$ cat config.mk
export PLATFORM = sky130hd
export DESIGN_NAME = data_memory_dumper_flat
export DESIGN_NICKNAME = d
export VERILOG_FILES = /design/src/rtl/nrisc_pkg.sv /design/src/rtl/data_memory_dumper_if.sv /design/src/rtl/data_memory_dumper.sv /design/src/flat_wrapper.sv
export SDC_FILE = /design/constraint.sdc
export NUM_CORES = 1
export LEC_CHECK = 0
export CORE_MARGIN = 5
export CORE_UTILIZATION = 42
export DETAILED_ROUTE_END_ITERATION = 10
export PLACE_DENSITY_LB_ADDON = 0.05
export SKIP_CTS_REPAIR_TIMING = 1
export SLEW_MARGIN = 20
export SYNTH_ARGS = -nofsm -noshare
export SYNTH_HDL_FRONTEND = slang
export SYNTH_SLANG_ARGS = --single-unit
export TNS_END_PERCENT = 5
$ cat constraint.sdc
create_clock -name clock -period 1.75 [get_ports clock]
set_clock_uncertainty 0.1 [all_clocks]
set_input_delay 0.35 -clock clock [delete_from_list [all_inputs] [get_ports clock]]
set_output_delay 0.35 -clock clock [all_outputs]
set_load 0.03 [all_outputs]
$ cat src/rtl/nrisc_pkg.sv
// rtl/nrisc_pkg.sv - shared nRISC widths and data memory dumper state encoding
package nrisc_pkg;

  localparam int ADDR_WIDTH = 8;
  localparam int DATA_WIDTH = 8;

  typedef enum logic [1:0] {
    DUMP_IDLE  = 2'd0,
    DUMP_FETCH = 2'd1,
    DUMP_SEND  = 2'd2,
    DUMP_DONE  = 2'd3
  } dump_state_e;

endpackage

$ cat src/rtl/data_memory_dumper_if.sv
// rtl/data_memory_dumper_if.sv - data memory read port plus output byte stream of the dumper
interface data_memory_dumper_if #(
  parameter int ADDR_WIDTH = nrisc_pkg::ADDR_WIDTH,
  parameter int DATA_WIDTH = nrisc_pkg::DATA_WIDTH
);

  logic [ADDR_WIDTH-1:0] mem_address;
  logic [DATA_WIDTH-1:0] mem_read_data;
  logic                  memwrite;
  logic [DATA_WIDTH-1:0] out_data;
  logic                  out_valid;
  logic                  out_ready;
  logic                  out_last;

  modport master (
    output mem_address,
    output memwrite,
    output out_data,
    output out_valid,
    output out_last,
    input  mem_read_data,
    input  out_ready
  );

  modport slave (
    input  mem_address,
    input  memwrite,
    input  out_data,
    input  out_valid,
    input  out_last,
    output mem_read_data,
    output out_ready
  );

endinterface

$ cat src/rtl/data_memory_dumper.sv
// rtl/data_memory_dumper.sv - walks a data memory address range and streams each byte out
module data_memory_dumper
  import nrisc_pkg::*;
(
  input  logic                  clock,
  input  logic                  reset,
  input  logic                  start,
  input  logic [ADDR_WIDTH-1:0] start_address,
  input  logic [ADDR_WIDTH:0]   count,
  input  logic                  abort,
  data_memory_dumper_if.master  dif,
  output logic                  busy,
  output logic                  done
);

  localparam logic [1:0] S_IDLE  = DUMP_IDLE;
  localparam logic [1:0] S_FETCH = DUMP_FETCH;
  localparam logic [1:0] S_SEND  = DUMP_SEND;
  localparam logic [1:0] S_DONE  = DUMP_DONE;

  localparam logic [ADDR_WIDTH:0] REM_ONE = {{ADDR_WIDTH{1'b0}}, 1'b1};

  logic [1:0]            state;
  logic [ADDR_WIDTH:0]   remaining;
  logic [ADDR_WIDTH-1:0] address;
  logic [DATA_WIDTH-1:0] data_q;
  logic                  valid_q;
  logic                  last_q;

  // remaining is one bit wider than the address so a 256-byte dump visits every address once
  always_ff @(posedge clock or negedge reset) begin
    if (!reset) begin
      state     <= S_IDLE;
      remaining <= '0;
      address   <= '0;
      data_q    <= '0;
      valid_q   <= 1'b0;
      last_q    <= 1'b0;
    end else begin
      case (state)
        S_IDLE: begin
          if (start) begin
            if (count != '0) begin
              address   <= start_address;
              remaining <= count;
              state     <= S_FETCH;
            end else begin
              state <= S_DONE;
            end
          end
        end
        S_FETCH: begin
          if (abort) begin
            state   <= S_IDLE;
            valid_q <= 1'b0;
            last_q  <= 1'b0;
          end else begin
            data_q  <= dif.mem_read_data;
            valid_q <= 1'b1;
            last_q  <= (remaining == REM_ONE);
            state   <= S_SEND;
          end
        end
        S_SEND: begin
          // abort outranks a same-cycle handshake: the beat is gone but no done follows
          if (abort) begin
            state   <= S_IDLE;
            valid_q <= 1'b0;
            last_q  <= 1'b0;
          end else if (dif.out_ready) begin
            valid_q <= 1'b0;
            last_q  <= 1'b0;
            if (remaining == REM_ONE) begin
              state <= S_DONE;
            end else begin
              address   <= ADDR_WIDTH'(address + 1'b1);
              remaining <= (ADDR_WIDTH + 1)'(remaining - 1'b1);
              state     <= S_FETCH;
            end
          end
        end
        S_DONE: begin
          state <= S_IDLE;
        end
        default: begin
          state <= S_IDLE;
        end
      endcase
    end
  end

  assign dif.mem_address = address;
  assign dif.memwrite    = 1'b0;
  assign dif.out_data    = data_q;
  assign dif.out_valid   = valid_q;
  assign dif.out_last    = last_q;

  assign busy = (state != S_IDLE);
  assign done = (state == S_DONE);

endmodule

$ cat src/flat_wrapper.sv
// flat-port wrapper written by rule: the top's interface ports become plain ports
module data_memory_dumper_flat import nrisc_pkg::*;
  (clock, reset, start, start_address, count, abort, busy, done, dif_mem_address, dif_memwrite, dif_out_data, dif_out_valid, dif_out_last, dif_mem_read_data, dif_out_ready);
  data_memory_dumper_if dif_i ();
  input  logic clock;
  input  logic reset;
  input  logic start;
  input  logic [ADDR_WIDTH-1:0] start_address;
  input  logic [ADDR_WIDTH:0] count;
  input  logic abort;
  output logic busy;
  output logic done;
  output wire logic [$bits(dif_i.mem_address)-1:0] dif_mem_address;
  output wire logic [$bits(dif_i.memwrite)-1:0] dif_memwrite;
  output wire logic [$bits(dif_i.out_data)-1:0] dif_out_data;
  output wire logic [$bits(dif_i.out_valid)-1:0] dif_out_valid;
  output wire logic [$bits(dif_i.out_last)-1:0] dif_out_last;
  input wire logic [$bits(dif_i.mem_read_data)-1:0] dif_mem_read_data;
  input wire logic [$bits(dif_i.out_ready)-1:0] dif_out_ready;
  assign dif_mem_address = dif_i.mem_address;
  assign dif_memwrite = dif_i.memwrite;
  assign dif_out_data = dif_i.out_data;
  assign dif_out_valid = dif_i.out_valid;
  assign dif_out_last = dif_i.out_last;
  assign dif_i.mem_read_data = dif_mem_read_data;
  assign dif_i.out_ready = dif_out_ready;
  data_memory_dumper u_core (.clock(clock), .reset(reset), .start(start), .start_address(start_address), .count(count), .abort(abort), .dif(dif_i), .busy(busy), .done(done));
endmodule
==> results of run 1 <==
cell usage after synthesis (all sizes together), types with 2 or more instances:
master	count
o22a	2
nor3b	4
mux2	8
nand3	6
o21ai	22
nand4	3
clkbuf	4
or4b	2
nor3	4
nor2	11
inv	4
o22ai	6
and2	2
a21oi	19
a31oi	2
ha	3
a22oi	2
nand2	8
nor4	6
buf	6
a2bb2oi	4
a22o	2
o21a	2
dfrtp	29
nand2b	2
power by group:
group          internal (mW)  switching [mW]  total (mW)
logic                  0.750           0.825        1.58
registers              0.882           0.180        1.06
clock network          0.426           0.301       0.727
total                   2.06            1.31        3.36
layer usage:
layer	wire [um]	vias up	track usage (%)	part of all wire, %
met5	0	-	0	0
met4	73	0	6.15	1.4
met3	347	11	6.93	6.7
met2	2680	62	35.6	52
met1	2080	849	25.2	40
li1	-	830	-	-
state kept, by name (all words and copies together) (netlist names):
register                flops
u_core.dif.mem_address      8
u_core.dif.out_last         1
u_core.dif.out_data         8
u_core.remaining            9
u_core.state                2
u_core.dif.out_valid        1
layout by cell type (no fill, tap or decap), types with 4 or more instances in the layout:
cell / n
buf_4: 35
clkdlybuf4s50_1: 29
dfrtp_1: 29
a21oi_1: 19
o21ai_0: 18
dlymetal6s2s_1: 18
nor2_1: 9
mux2_2: 8
nand2_1: 8
nand3_1: 6
nor4_1: 5
clkbuf_8: 5
buf_6: 5
o22ai_1: 4
through the flow:
| stage | utilization [%] | instance area (sq um) | setup TNS (ns) | setup slack (ns) | power (mW) |
|---|---|---|---|---|---|
| after floorplan | - | 1650 | -0.343 | -0.0992 | 1.84 |
| after global placement | 66.7 | 2480 | -5.76 | -0.386 | 2.54 |
| after detailed placement | 66.7 | 2480 | -6.16 | -0.383 | 2.58 |
| after CTS | 69.8 | 2590 | -5.41 | -0.348 | 3.32 |
| after global routing | 73.6 | 2730 | -5.16 | -0.390 | 3.57 |
| final | 73.6 | 2730 | -3.39 | -0.284 | 3.36 |
layout make-up:
class / instances / share of cell area (%)
clock buffers: 5 / 2.52
clock inverters: 3 / 1.69
inverters: 4 / 0.549
multi-input cells: 131 / 34.3
flip-flops and latches: 29 / 26.5
well taps: 48 / 2.20
repair buffers: 90 / 32.2
worst max-delay path, stage by stage (launching register included):
cell and delay [ns]:
dfrtp_1 0.40, inv_2 0.10, ha_4 0.14, or4b_4 0.53, o21ai_4 0.32, o21ai_0 0.14
a22o_1 0.19
worst max-delay path by stage:
stage	from	end	slack, ns
floorplan	u_core.remaining[1]	u_core.remaining[7]	-0.1
global placement	count[3]	u_core.dif.mem_address[0]	-0.39
detailed placement	count[3]	u_core.dif.mem_address[0]	-0.38
CTS	u_core.state[1]	busy	-0.35
global route	u_core.remaining[0]	u_core.remaining[8]	-0.39
finish	u_core.remaining[1]	u_core.dif.mem_address[0]	-0.28
cells by family (layout without fill, tap and decap cells):
family / count (synthesis) / in the layout
AOI/OAI and AO/OA: 64 / 64
and+or+nand+nor: 54 / 54
DFF: 29 / 29
buffers and inverters: 14 / 102
muxes: 9 / 9
adders and majority gates: 3 / 3
other: 1 / 1
==> results.md, run 1 <==
- Vias per cell: ~5.7
- DRC: 0
- Net count, final: roughly 290
- ANT nets after route: 0
- Area share of the largest cell type after synthesis: between 40% and 50%
- Crit Path Max Fanout: 7
- Final Hold Viols: 0
- P_leak: between 1 and 1.5 nW
- DRT iter0 DRCs: 106
- Non-Filler Instances: 310
- Root buf cell: clkbuf_8
- Hold Crit Class: input port to asynchronous set/reset pin
- Mapped Cells: 174
- Post-Synth Simple-Gate Area: 19.4%
- Worst EP required: between 1.5 and 2 ns
- Tcrit/Tclk final: 116%
- FF-to-FF Start: u_core.remaining[1]
- Ant. Diodes: 0
- Avg Synthesized Cell Area: between 9 and 10 sq um
- FF-to-FF setup slack: -0.28 ns
- Tot GR Track Use: between 20% and 30%
- Reg-to-Reg End: u_core.dif.mem_address[0]
- Outcome: finished, violations left
- Hpwl dp: approximately 3.7 mm
- Fill cells: around 280
- Core area: about 0.0037 sq mm
- Placed Cells: ~300
- Initial Utilization: between 40% and 50%
- # clock sinks: 29
- Via Count: roughly 1.8k
- Main synth FF type: dfrtp_1
- Worst setup margin: -0.284 ns
- Mux share of post-synthesis cell area: ~6.1%
- Synth Area in Compound Gates: between 20 and 25%
- Die Height: 72.6 um
- Synth top area cells: dfrtp_1 (44%), o21ai_0 (6.1%), a21oi_1 (5.8%)
- Fraction of layout instances using a drive strength above 1: between 30% and 40%
- Setup crit end kind: flip-flop
- Largest net degree at the start of global routing: 30
- Die width: between 70 and 80 um
- Std cell rows: 22
- Critical Path Source Type: flip-flop
- Post-synth EDFFs: 0
- RSZ-0062 raised after global routing: true
- Largest family of logic cells by synthesized area: compound AO/OA/AOI/OAI gates
- Async set or reset register ratio after synthesis: 100%
- Library cells used by synthesis: 42
- Number of synthesized register bits: 29
- Drt pass-1 iters: 4
- Register Area: 726 sq um
- Setup violations, final: 18
- Sequential area share after synthesis: 44.1%
- Post-Synth Adder-Cell Area: under 10%
- MaxCap Viol Count: 0
- FF-to-FF path depth: 6
- Clock Tree Buf Depth: 2
- Synthesized area: between 0.0015 and 0.002 sq mm
- CTS buffer count: 5
- Port Buf Inserts: 49
- Initial antenna violation count: 0
- GP Congestion: between 0.8 and 0.9
- Max Freq: roughly 490 MHz
- CP Class: flip-flop to flip-flop
- Dominant cell type by area after synthesis: dfrtp_1
- Fin Hold WS: roughly 0.36 ns
- Vias in the first global route: between 1.5k and 2k
- # IOs: 51
- Die area: 0.00527 sq mm
- CP arrival: between 2 and 2.5 ns
- Avg WL per Cell: approximately 17 um
- Syn Nets: roughly 210
- Clk pin slew, worst setup/hold paths: 0.07 ns
- Syn-to-layout area delta: 66.3%
- WL final: 5.18 mm
- Synth warn: 0
- Worst-Skew Late Latency: roughly 0.29 ns
- First-pass GRT wire length: 8.64 mm
- Xor/xnor share of the synthesized area: 0%
- Grt ovf: 0
- Area of the multi-input gates: about 940 sq um
- CTS tree: built
- H-Tree Depth: 2
- Min Clock Period, post-route: just over 2 ns
- Failing checks: negative setup slack
- Maximum VDD drop: just under 0.8 mV
- Pwr per Cell Area: between 1000 and 1500 mW/mm^2
- Max-slew violations: 0
No activity file was read; power rests on OpenSTA's default activity.
==> run 2: changes to the inputs <==
- CORE_UTILIZATION: 42 -> 25
==> run 2 against run 1 <==
  * Critical endpoint is now u_core.remaining[6]
  * Die area is 58% higher
  * Utilization decreased by 30 points
  * Combinational power is essentially flat
  * Setup slack better by 0.066 ns
  * Sequential power is essentially flat
  * Clock power grew 2%
  * Worst hold slack better by 0.014 ns
  * The flow still finishes with violations (negative setup slack)
  * Highest routed layer unchanged
==> results.md, run 2 (synthesized netlist as in run 1, its figures left out) <==
- Largest net degree at the start of global routing: 30
- Via Count: ~1.7k
- Metal2 WL: ~2.5 mm
- Post-layout total power: between 3 and 4 mW
- Cell Int Power: 2.10 mW
- Avg WL per Cell: about 16 um
- Critical Path Source Type: flip-flop
- MaxCap Viol Count: 0
- P_leak: between 1 and 1.5 nW
- Die Height: between 90 and 100 um
- Setup crit end kind: flip-flop
- Hpwl dp: 3.99 mm
- Initial Utilization: between 20 and 30%
- Tcrit/Tclk final: 112%
- Top layer in use: met4
- Root buf cell: clkbuf_8
- Vias in the first global route: 1776
- Crit Path Max Fanout: 6
- WL final: around 5.3 mm
- Drt pass-1 iters: 4
- Combinational Power Share: between 40% and 50%
- Initial antenna violation count: 0
- Switching Share: around 38%
- Worst EP required: around 1.8 ns
- Failing checks: negative setup slack
- Largest register by flop count: u_core.remaining
- Ant. Diodes: 0
- Vias per cell: a little over 5
- Worst setup margin: -0.218 ns
- Placed Cells: 330
- # clock sinks: 29
- Net Switching: around 1.3 mW
- Hold Crit Class: input port to asynchronous set/reset pin
- Outcome: finished, violations left
- DRT iter0 DRCs: between 70 and 80
- Most common cell after layout, fill and taps aside: buf_4
- Port Buf Inserts: 49
- DRC: 0
- Die area: 0.00830 sq mm
- First-pass GRT wire length: 8.98 mm
- Syn-to-layout area delta: 68.9%
- # IOs: 51
- CP Class: flip-flop to flip-flop
- Final Hold Viols: 0
- Net count, final: between 200 and 300
- Maximum VDD drop: between 0.4 and 0.5 mV
- Met1 WL: 2.40 mm
- H-Tree Depth: 2
- Std cell rows: 29
- ANT nets after route: 0
- Met3 Routed Length: between 200 and 300 um
- CTS tree: built
- Min Clock Period, post-route: 1.97 ns
- Core area: between 0.006 and 0.007 sq mm
- GP Congestion: ~0.88
- Max Freq: between 500 and 600 MHz
- Clk pin slew, worst setup/hold paths: roughly 0.07 ns
- Non-Filler Instances: 340
- Die width: 91.1 um
- Pwr per Cell Area: approximately 1200 mW/mm^2
- Flop pwr share: between 30% and 40%
- Max FFs per register: 9
- CTS buffer count: 5
- CP arrival: 2.03 ns
- Clock Tree Buf Depth: 2
- Setup violations, final: 18
- Most frequent cells in the layout: buf_4 (40), clkdlybuf4s50_1 (29), dfrtp_1 (29), a21oi_1 (18), dlymetal6s2s_1 (18)
- Setup TNS: -2.26 ns
- RSZ-0062 raised after global routing: true
- Clock power share: 21.9%
- Tot GR Track Use: between 10% and 20%
- Fraction of layout instances using a drive strength above 1: roughly a third
- Max-slew violations: 0
- Worst-Skew Late Latency: about 0.28 ns
- Grt ovf: 0
==> run 2: cell types whose count changed in the layout (fill, tap and decap cells not counted), sizes merged <==
cell,delta
clkbuf,+1
clkinv,-1
buf,+1
==> run 2: final timing paths <==
check | startpoint | endpoint | slack (ns) | depth (start not counted)
max | u_core.remaining[1] | u_core.remaining[6] | -0.22 | 7
min | reset | u_core.dif.out_data[3] | 0.37 | 2
max reg2reg | u_core.remaining[1] | u_core.remaining[6] | -0.22 | 7
min reg2reg | u_core.dif.out_data[4] | u_core.dif.out_data[4] | 0.40 | 1
max in group asynchronous | reset | u_core.remaining[6] | 0.89 | 2
min in group clock | u_core.dif.out_data[4] | u_core.dif.out_data[4] | 0.40 | 1
==> run 2: critical path: stages (launching register included) <==
cell,delay (ns)
dfrtp_1,0.39
inv_2,0.10
ha_4,0.13
or4b_4,0.53
nor2_8,0.17
nor3_2,0.07
o21a_1,0.17
o22a_1,0.19
==> run 2: area by class of cell <==
| type | instances | area [sq um] |
|---|---|---|
| Fill cell | 646 | 3610 |
| Timing Repair Buffer | 91 | 881 |
| Tap cell | 77 | 96.3 |
| Sequential cell | 29 | 726 |
| Clock inverter | 2 | 37.5 |
| Clock buffer | 6 | 82.6 |
| Inverter | 4 | 15.0 |
| Multi-Input combinational cell | 131 | 940 |
==> run 2: power by group through the flow <==
stage               registers [mW]  clock network [mW]  logic (mW)
finish                        1.07               0.739        1.57
floorplan                     1.34                   0       0.498
detailed placement            1.07                   0        1.53
global route                  1.10               0.803        1.70
global placement              1.06                   0        1.52
CTS                           1.06               0.769        1.54
==> run 2: metal layers <==
layer  vias up  global-route usage [%]
met5         -                       0
met4         0                    2.93
met3         6                    4.13
met2        48                    20.9
met1       829                    17.8
li1        828                       -
==> run 2: per-stage QoR <==
| step | hold slack [ns] | util, % | instance area (sq um) | setup slack, ns |
|---|---|---|---|---|
| after floorplan | -0.0456 | - | 1650 | -0.0992 |
| after global placement | 0.389 | 39.4 | 2510 | -0.403 |
| after detailed placement | 0.400 | 39.4 | 2510 | -0.437 |
| after CTS | 0.380 | 41.3 | 2640 | -0.354 |
| after global routing | 0.402 | 43.5 | 2780 | -0.295 |
| final | 0.371 | 43.5 | 2780 | -0.218 |
==> run 3: changes to the inputs <==
- SKIP_CTS_REPAIR_TIMING: 1 -> default
==> run 3 against run 2 <==
  * Largest cell class unchanged
  * Register-to-register slack about the same
  * The flow still finishes with violations (negative setup slack)
  * Combinational power decreased by 5%
  * Die area unchanged
==> results.md, run 3 (synthesized netlist as in run 1, its figures left out) <==
- Final design utilization: 42.5%
- CTS buffer count: 5
- GP Congestion: 0.882
- Net count, final: between 200 and 300
- Setup crit end kind: flip-flop
- Finished Cell Area: 0.00271 sq mm
- Avg WL per Cell: around 15 um
- H-Tree Depth: 2
- Failing checks: negative setup slack
- Std cell rows: 29
- WL final: between 5 and 6 mm
- Tcrit/Tclk final: 112%
- P_leak: roughly 1.2 nW
- Final Hold Viols: 0
- Via Count: around 1.7k
- # clock sinks: 29
- Initial Utilization: between 20% and 30%
- Worst EP required: ~1.8 ns
- Critical Path Source Type: flip-flop
- CP max-delay cell: or4b_4
- DRC: 0
- Die width: about 91 um
- Pwr per Cell Area: 1210 mW/mm^2
- Vias per cell: between 4 and 5
- DRT iter0 DRCs: 79
- Placed Instance Area: 0.00251 sq mm
- RSZ-0062 raised after global routing: true
- Core area: approximately 0.0064 sq mm
- CP arrival: just over 2 ns
- Syn-to-layout area delta: 65.1%
- Outcome: finished, violations left
- Vias in the first global route: 1788
- Min Clock Period, post-route: 1.96 ns
- Most frequent cells in the layout: buf_4 (42), clkdlybuf4s50_1 (29), dfrtp_1 (28), a21oi_1 (18), dlygate4sd2_1 (18)
- Ant. Diodes: 0
- Initial antenna violation count: 0
- ANT nets after route: 0
- MaxCap Viol Count: 0
- Maximum VDD drop: between 0.4 and 0.5 mV
- Hold Crit Class: input port to asynchronous set/reset pin
- Fill cells: around 650
- CTS tree: built
- CP Class: flip-flop to flip-flop
- Hpwl dp: roughly 4 mm
- Setup TNS: -2.42 ns
- Largest register by flop count: u_core.remaining
- Max FFs per register: 9
- Grt ovf: 0
- Delay-heaviest family, CP: simple AND/OR/NAND/NOR gates
- Tot GR Track Use: 13.2%
- Max Freq: between 500 and 600 MHz
- Worst-Skew Late Latency: ~0.28 ns
- Max-slew violations: 0
- Die Height: slightly above 90 um
- Port Buf Inserts: 49
- Setup violations, final: 20
- # IOs: between 50 and 60
- Slowest cell delay on critical path: around 0.52 ns
- Most common cell after layout, fill and taps aside: buf_4
- Root buf cell: clkbuf_8
- Clock Tree Buf Depth: 2
- Clk pin slew, worst setup/hold paths: around 0.070 ns
- Die area: 0.00830 sq mm
- Critical path buffers and inverters: 1
- Fraction of layout instances using a drive strength above 1: between 30% and 40%
- Critical-path cell list: inv_2 > ha_4 > or4b_4 > nor2_8 > nor4_2 > o21a_1 > o22a_1
- Crit Path Max Fanout: 6
- First-pass GRT wire length: approximately 9.0 mm
- Drt pass-1 iters: 4
- Worst setup margin: -0.206 ns
- Largest net degree at the start of global routing: 30
[run 3: cell types whose count changed in the layout (fill, tap and decap cells not counted), sizes merged]
cell           delta
clkdlybuf4s15     +1
dlymetal6s2s     -18
buf               +2
dlygate4sd2      +18
clkbuf            -1
[run 3: cell type report]
| cell class | instances | area (sq um) | area share, % |
|---|---|---|---|
| Sequential cell | 29 | 727 | 26.8 |
| Clock inverter | 2 | 37.5 | 1.38 |
| Timing Repair Buffer | 93 | 835 | 30.8 |
| Inverter | 4 | 15.0 | 0.553 |
| Multi-Input combinational cell | 131 | 921 | 33.9 |
| Clock buffer | 6 | 82.6 | 3.04 |
| Tap cell | 77 | 96.3 | 3.55 |
[run 3: report_power, final]
part	total, mW	internal [mW]	switching [mW]	leakage (nW)
Clock	0.743	0.463	0.280	0.0574
Combinational	1.49	0.682	0.805	0.762
Sequential	1.07	0.884	0.182	0.340
Total	3.30	2.03	1.27	1.16
[run 3: per-stage QoR]
stage	hold WS, ns	power (mW)	worst slack (ns)	cells
6_report	0.370	3.30	-0.206	342
5_1_grt	0.404	3.51	-0.263	342
4_1_cts	0.380	3.32	-0.222	341
3_5_place_dp	0.400	2.60	-0.437	330
3_3_place_gp	0.389	2.58	-0.403	330
2_1_floorplan	-0.0456	1.84	-0.0992	174
[run 3: final timing paths]
path / start / endpoint / slack, ns / cells after the start
max: u_core.remaining[1] / u_core.remaining[7] / -0.21 / 7
min reg2reg: u_core.dif.out_data[4] / u_core.dif.out_data[4] / 0.40 / 1
min: reset / u_core.dif.out_data[3] / 0.37 / 2
max reg2reg: u_core.remaining[1] / u_core.remaining[7] / -0.21 / 7
min in group clock: u_core.dif.out_data[4] / u_core.dif.out_data[4] / 0.40 / 1
max in group asynchronous: reset / u_core.remaining[0] / 0.87 / 2
[run 3: timing repair]
action | CTS | global route
pin swaps | 6 | 3
setup buffers | 3 | 1
gates resized for setup | 36 | 5
hold endpoints to repair | 0 | 0
endpoints found under the setup margin | 38 | 20
hold buffers | 0 | 0
[run 3: metal layers]
layer | share of wire, % | up-vias | routed length [um] | track usage [%]
met5 | 0 | - | 0 | 0
met4 | 0.48 | 0 | 25 | 2.93
met3 | 4.8 | 2 | 251 | 4.13
met2 | 48 | 40 | 2530 | 21.0
met1 | 47 | 828 | 2450 | 17.7
li1 | - | 831 | - | -
[run 3: worst reg2reg max path: cells and delay by family, from the launching register on]
kind	cells	cell delay (ns)
AO/OA/AOI/OAI	2	0.35
adder cells (fa/ha/maj)	1	0.13
buffers and inverters	1	0.10
flip-flops	1	0.39
AND/OR/NAND/NOR	3	0.77
